### src/rtl/irq_ctrl.sv
// Interrupt controller: per-source enable and edge/level mode, fixed
// priority (lowest index wins), claim/complete over an 8-bit slave port.
module irq_ctrl #(
  parameter int NSRC = 4
) (
  input  logic            clk,
  input  logic            rstn,
  input  logic [NSRC-1:0] irq_src,
  input  logic [2:0]      addr,
  input  logic [7:0]      i_wb_dat,
  input  logic            i_wb_we,
  input  logic            i_wb_cyc,
  output logic [7:0]      o_wb_rdt,
  output logic            o_wb_ack,
  output logic            irq_o
);

  typedef enum logic {
    IDLE,
    INSVC
  } state_e;

  state_e          state_q;
  logic [3:0]      insvc_q;
  logic [NSRC-1:0] s1_q, s2_q, s3_q;
  logic [NSRC-1:0] pend_q, pend_d;
  logic [NSRC-1:0] en_q, en_d;
  logic [NSRC-1:0] edge_q, edge_d;
  logic            ack_q;
  logic            irq_q;

  logic [NSRC-1:0] rise;
  logic [NSRC-1:0] cand;
  logic [NSRC-1:0] best_oh;
  logic [NSRC-1:0] w1c;
  logic [NSRC-1:0] clr;
  logic [NSRC-1:0] latch;
  logic [3:0]      id;
  logic            acc;
  logic            wr;
  logic            rd;
  logic            claim;
  logic            complete;

  assign rise = s2_q & ~s3_q;
  assign cand = pend_q & en_q;

  always_comb begin
    id      = '0;
    best_oh = '0;
    for (int i = NSRC - 1; i >= 0; i--) begin
      if (cand[i]) begin
        id          = 4'(i + 1);
        best_oh     = '0;
        best_oh[i]  = 1'b1;
      end
    end
  end

  // Register side-effects happen only on the acked beat.
  assign acc = i_wb_cyc & ack_q;
  assign wr  = acc & i_wb_we;
  assign rd  = acc & ~i_wb_we;

  assign claim    = rd & (addr == 3'd3) & (state_q == IDLE)
                  & (id != 4'd0);
  assign complete = wr & (addr == 3'd3) & (state_q == INSVC)
                  & (i_wb_dat == {4'd0, insvc_q});

  assign w1c = (wr && addr == 3'd0) ? i_wb_dat[NSRC-1:0] : '0;
  assign clr = claim ? (best_oh & edge_q) : '0;

  assign en_d   = (wr && addr == 3'd1) ? i_wb_dat[NSRC-1:0] : en_q;
  assign edge_d = (wr && addr == 3'd2) ? i_wb_dat[NSRC-1:0] : edge_q;

  // Latch restarts from zero whenever a source enters edge mode.
  assign latch  = ((pend_q & edge_q) & ~w1c & ~clr) | rise;
  assign pend_d = (edge_d & latch) | (~edge_d & s2_q);

  always_ff @(posedge clk or negedge rstn) begin
    if (!rstn) begin
      s1_q   <= '0;
      s2_q   <= '0;
      s3_q   <= '0;
      pend_q <= '0;
      en_q   <= '0;
      edge_q <= '0;
      ack_q  <= 1'b0;
      irq_q  <= 1'b0;
    end else begin
      s1_q   <= irq_src;
      s2_q   <= s1_q;
      s3_q   <= s2_q;
      pend_q <= pend_d;
      en_q   <= en_d;
      edge_q <= edge_d;
      ack_q  <= i_wb_cyc & ~ack_q;
      irq_q  <= (state_q == IDLE) & (|cand);
    end
  end

  always_ff @(posedge clk or negedge rstn) begin
    if (!rstn) begin
      state_q <= IDLE;
      insvc_q <= '0;
    end else begin
      unique case (state_q)
        IDLE: begin
          if (claim) begin
            state_q <= INSVC;
            insvc_q <= id;
          end
        end
        INSVC: begin
          if (complete) begin
            state_q <= IDLE;
            insvc_q <= '0;
          end
        end
      endcase
    end
  end

  always_comb begin
    o_wb_rdt = '0;
    case (addr)
      3'd0:    o_wb_rdt = 8'(pend_q);
      3'd1:    o_wb_rdt = 8'(en_q);
      3'd2:    o_wb_rdt = 8'(edge_q);
      3'd3:    o_wb_rdt = (state_q == IDLE) ? {4'd0, id} : 8'd0;
      3'd4:    o_wb_rdt = {4'd0, insvc_q};
      default: o_wb_rdt = '0;
    endcase
  end

  assign o_wb_ack = ack_q;
  assign irq_o    = irq_q;

endmodule
### config.mk
export PLATFORM = sky130hd
export DESIGN_NAME = irq_ctrl
export DESIGN_NICKNAME = d
export VERILOG_FILES = /design/src/rtl/irq_ctrl.sv
export SDC_FILE = /design/constraint.sdc
export NUM_CORES = 1
export LEC_CHECK = 0
export ABC_CLOCK_PERIOD_IN_PS = 2850
export BUFFER_PORTS_ARGS = -buffer_cell sky130_fd_sc_hd__clkbuf_2
export CAP_MARGIN = 20
export CORE_ASPECT_RATIO = 1.75
export CORE_UTILIZATION = 50
export DETAILED_ROUTE_END_ITERATION = 6
export PLACE_DENSITY = 0.73
export SETUP_SLACK_MARGIN = 0.1
export SKIP_LAST_GASP = 1
export SLEW_MARGIN = 20
export SYNTH_ARGS = -nofsm -noshare
export SYNTH_HDL_FRONTEND = slang
export SYNTH_SLANG_ARGS = --single-unit
### constraint.sdc
create_clock -name clk -period 2.85 [get_ports clk]
set_input_delay 0.285 -clock clk [delete_from_list [all_inputs] [get_ports clk]]
set_output_delay 0.285 -clock clk [all_outputs]
set_load 0.005 [all_outputs]
After elaboration in Yosys (flattened, before gate mapping)
Cells that the tools add are included.
W data, S select, Z words.
- input bits: 19
- flip-flop bits (word level): 31
- bitwise gates (word level): 28
- reduce and logical (&&, ||, !) cells: 7
- mux-type cells: 19
- equal/unequal tests: 7
- operators by type and width (operator ; count):
    $mux W4 ; 12
    $and A4 B4 Y4 ; 8
    $pmux W4 S5 ; 1
    $not A4 Y4 ; 4
    $and A1 B1 Y1 ; 11
    $eq A8 B4 Y1 ; 1
    $or A4 B4 Y4 ; 2
    $pmux W4 S2 ; 1
    $eq A3 B2 Y1 const B ; 2
    $mux W3 ; 2
    $reduce_bool A4 Y1 ; 1
    $reduce_or A4 Y1 ; 1
    $eq A3 B1 Y1 const B ; 1
    $eq A3 B3 Y1 const B ; 1
    $logic_and A1 B1 Y1 ; 3
    $logic_not A3 Y1 ; 1
    $not A1 Y1 ; 3
    $mux W1 ; 2
    $ne A2 B1 Y1 const B ; 1
    $ne A2 B2 Y1 const B ; 1
    $pmux W1 S2 ; 1
    $reduce_and A2 Y1 ; 1

Depth between registers and ports, before layout
- word-level depth: 13
- gate-level depth with buffers: 6
- depth with buffers taken out: 4

Worst setup path after synthesis
OpenSTA, ideal clock, no wires.
- path type: flip-flop to flip-flop
- start: reg pend_q[1]
- end: reg insvc_q[1]
- clock period less this slack: 1761 ps
- path slack: 1089 ps
- arrival time: 1636 ps
- data required time: 2725 ps
- cell stages (with the launch flop): 5
- buffers on the path: 0
- cells stage by stage: dfrtp_1 -> a222oi_1 -> a2111oi_4 -> a31oi_4 -> mux2_4
- cells in the longest elaborated chain, start to end: 7
- elaborated cells on any way between the ends: 9
- those cells by class: eq/ne: 1; mux: 4; bitwise: 2; reduce/logical: 2
- RTL lines (element ; line ; source):
    start, declared ; 26 ; logic [NSRC-1:0] pend_q, pend_d;
    start signal, assigned ; 94 ; pend_q <= pend_d;
    $and A4 B4 Y4 (*) ; 46 ; assign cand = pend_q & en_q;
    $mux W4 (*) (2 in series) ; 52 ; if (cand[i]) begin
    $reduce_bool A4 Y1 ; 66 ; & (id != 4'd0);
    $and A1 B1 Y1 ; 66 ;
    $ne A2 B2 Y1 (no line) ; n/a ;
    $reduce_and A2 Y1 (no line) ; n/a ;
    end signal, assigned ; 111 ; insvc_q <= id;
    end, declared ; 24 ; logic [3:0] insvc_q;
Mark *: on every way between the ends. The rest lies on a longest branch, timed or not. The select of a mux whose other input is x is not followed.
A chain may end at the register's enable or synchronous reset.

Worst setup path in the final report
- start: reg en_q[1]
- end: out o_wb_rdt[2]
- cells in the longest elaborated chain, start to end: 5
- RTL lines (element ; line ; source):
    start, declared ; 27 ; logic [NSRC-1:0] en_q, en_d;
    start signal, assigned ; 95 ; en_q <= en_d;
    $and A4 B4 Y4 ; 46 ;
    $mux W4 (2 in series) ; 52 ;
    $mux W4 ; 130 ; 3'd3: o_wb_rdt = (state_q == IDLE) ? {4'd0, id} : 8'd0;
    $pmux W4 S5 ; 126 ; case (addr)
    end, declared ; 13 ; output logic [7:0] o_wb_rdt,
No other way between the ends.

==> flow_summary_export.csv <==
group,metric,value,unit
outcome,status,"finished, violations left",
outcome,failed_checks,"design-rule violations",
sta,timing.final.crit_share,82.8,%
worst_setup_path,path_cells,"a222oi_1, and3_2, a32oi_1, a21oi_1, clkbuf_2",
placed_design,hpwl,2470,um
worst_setup_path,cpLargestDelayFamily,"compound AO/OA/AOI/OAI gates",
worst_setup_path,cp.required,2570,ps
worst_setup_path,critPathLaunchType,"register",
sta,fin_tns_setup,0,ps
placed_design,port_buffers,24,
sta,rsz0062_at_grt,"false",
finish,syn_to_final_growth,12.3,%
worst_setup_path,cp-startpoint,"en_q[1]",
sta,timing.slew.headroom,51.7,%
finish,final_core_util,59.0,%
clock_tree,cts.sinks,30,
worst_setup_path,cp_num_buf_inv,1,
synthesis,ys_seq_area_share,48.8,%
route,wl,3320,um
pwr,ir_drop,0.392,mV
worst_setup_path,slowest_stage,"a222oi_1",
finish,drive_gt1_share,29.5,%
pwr,p_int,752,uW
grt,grt_overflow,0,
worst_setup_path,cp.arrival,2070,ps
sta,timing.fmax,424,MHz
synthesis,synth_ff_type,"dfrtp_1",
die,start_util,52.5,%
worst_setup_path,end_kind,"output port",
placed_design,place_inst,186,
pwr,clockPowerShare,33.2,%
grt,grt.total_usage,22.6,%
pwr,seq_power_share,49.8,%
worst_setup_path,path_max_fanout,5,
placed_design,dpl_worst_slack,853,ps
worst_setup_path,ff2ff_path_depth,4,
sta,whs,44.2,ps
clock_tree,clk-insertion-delay-late,280,ps
grt,grt_start_max_net_pins,31,
pwr,sw_frac_of_total,28.9,%
grt,grt_pass1_wl,5320,um
clock_tree,h-tree-depth,2,
route,drtPass1Iterations,7,
sta,setup-violations-final,0,
grt,grt_pass1_vias,1163,
clock_tree,clkTransAtPathRegs,70,ps
placed_design,gp_congestion,0.987,
grt,antenna_found_initial,0,
synthesis,netlist_instances,140,
route,wire_per_inst,17.1,um
synthesis,ys.warnings.count,0,
finish,final_nets,184,
synthesis,synth.cell_area,1540,um2
clock_tree,hold_buffers,0,
clock_tree,tritoncts,"done",
pwr,p_leak,0.792,nW
worst_setup_path,rr_endpoint,"insvc_q[1]",
finish,most-common-layout-cells,"30 x dfrtp_1, 24 x clkbuf_2, 18 x nand2_1",
clock_tree,cts_max_path_buffers,2,
worst_setup_path,cpPeakStageDelay,620,ps
sta,timing.final.ws_setup,491,ps
sta,slew_violations,0,
clock_tree,root_buffer,"clkbuf_8",
route,num_vias,1209,
pwr,power_density,612,nW/um2
finish,final_cell_area,1730,um2
job,maxCapViolCount,0,
route,drt_iter0_drc,44,
route,ant_nets,0,
die,ios,29,
synthesis,ys_types,44,
hold_path,hold_class,"input port to async pin",
synthesis,ys_async_sr_fraction,100,%
clock_tree,cts_resized,0,
clock_tree,numCtsBuffers,5,
die,die_height,75.4,um
finish,multiInputGateArea,711,um2
sta,period_needed,2360,ps
finish,final-seq-area,751,um2
pwr,p_total,1.06,mW
die,rows,26,
finish,final_common_cell,"dfrtp_1",
worst_setup_path,crit_type,"register to output port",
sta,finClkSkew,8.11,ps
die,dieArea,3310,um2
pwr,combPwrFrac,17.0,%
placed_design,dpl_cell_area,1640,um2
die,core,2930,um2
route,routed_via_density,6.23,
synthesis,avgSynthCellArea,11.0,um2
sta,max_slew.worst_pin.slew,724,ps
route,drc_errors,2,
finish,layout.cells.non_filler,194,
finish,nFillCells,266,
finish,diodes,0,
worst_setup_path,r2r_start,"en_q[1]",
synthesis,synth_seq_cells,30,
synthesis,synth_edf_count,0,
clock_tree,post_cts_buffers,0,
die,die-width,43.9,um
pwr,p_sw,305,uW
sta,hold_viol_final,0,
worst_setup_path,reg2reg_slack,880,ps
==> cell type report <==
class	instances	area share [%]
clock buffer	7	5.00
clock inverter	1	0.290
inverter	5	1.09
multi-input combinational	99	41.2
sequential	30	43.5
tap	28	2.03
timing repair buffer	24	6.96
==> how the worst max path moves through the flow <==
stage	end	slack, ps	cells after the start
floorplan	insvc_q[1]	1090	4
global placement	o_wb_rdt[2]	870	5
detailed placement	o_wb_rdt[2]	850	5
CTS	o_wb_rdt[2]	520	5
global route	o_wb_rdt[2]	410	5
finish	o_wb_rdt[2]	490	5
==> metal layers <==
| metal | up-vias | track usage (%) | routed length [um] |
|---|---|---|---|
| met5 | - | 0 | 0 |
| met4 | 0 | 18.9 | 184 |
| met3 | 18 | 5.45 | 161 |
| met2 | 42 | 36.8 | 1740 |
| met1 | 598 | 24.4 | 1230 |
| li1 | 551 | - | - |
==> flip-flops by register name, summed over array words and instances (netlist names) <==
register,flops
s1_q,4
s3_q,4
edge_q,4
pend_q,4
o_wb_ack,1
en_q,4
s2_q,4
insvc_q,3
irq_o,1
state_q,1
==> cells by family (layout without fill, tap and decap cells) <==
group	count (synthesis)	count (layout)	share of synthesized area [%]
AND/OR/NAND/NOR	47	47	16.5
AO/OA/AOI/OAI	31	31	17.5
flip-flops	30	30	48.8
buffers and inverters	14	37	5.70
multiplexers	10	10	7.24
XOR/XNOR	7	7	3.99
other	1	4	0.244
==> power groups by stage <==
stage | clock network (mW) | logic [mW] | registers, mW
6_report | 0.351 | 0.180 | 0.526
5_1_grt | 0.375 | 0.200 | 0.533
4_1_cts | 0.358 | 0.180 | 0.524
3_5_place_dp | 0 | 0.179 | 0.532
3_3_place_gp | 0 | 0.176 | 0.527
2_1_floorplan | 0 | 0.127 | 0.517
==> cell usage after synthesis, types with 2 or more instances <==
cell	count	area, um2
a21oi_1	4	20.0
a221oi_1	2	17.5
a31o_2	2	17.5
a31oi_1	4	25.0
buf_4	4	30.0
clkbuf_1	3	11.3
clkbuf_8	2	27.5
dfrtp_1	30	751
inv_1	5	18.8
mux2_2	5	56.3
mux2i_1	4	40.0
nand2_1	18	67.6
nand3_1	7	35.0
nor2_1	7	26.3
nor2b_1	2	12.5
nor3_1	3	15.0
o21ai_0	2	10.0
o22ai_1	2	12.5
o311ai_0	4	35.0
xnor2_1	4	35.0
xor2_1	3	26.3
Power figures use the tool's default switching activity.
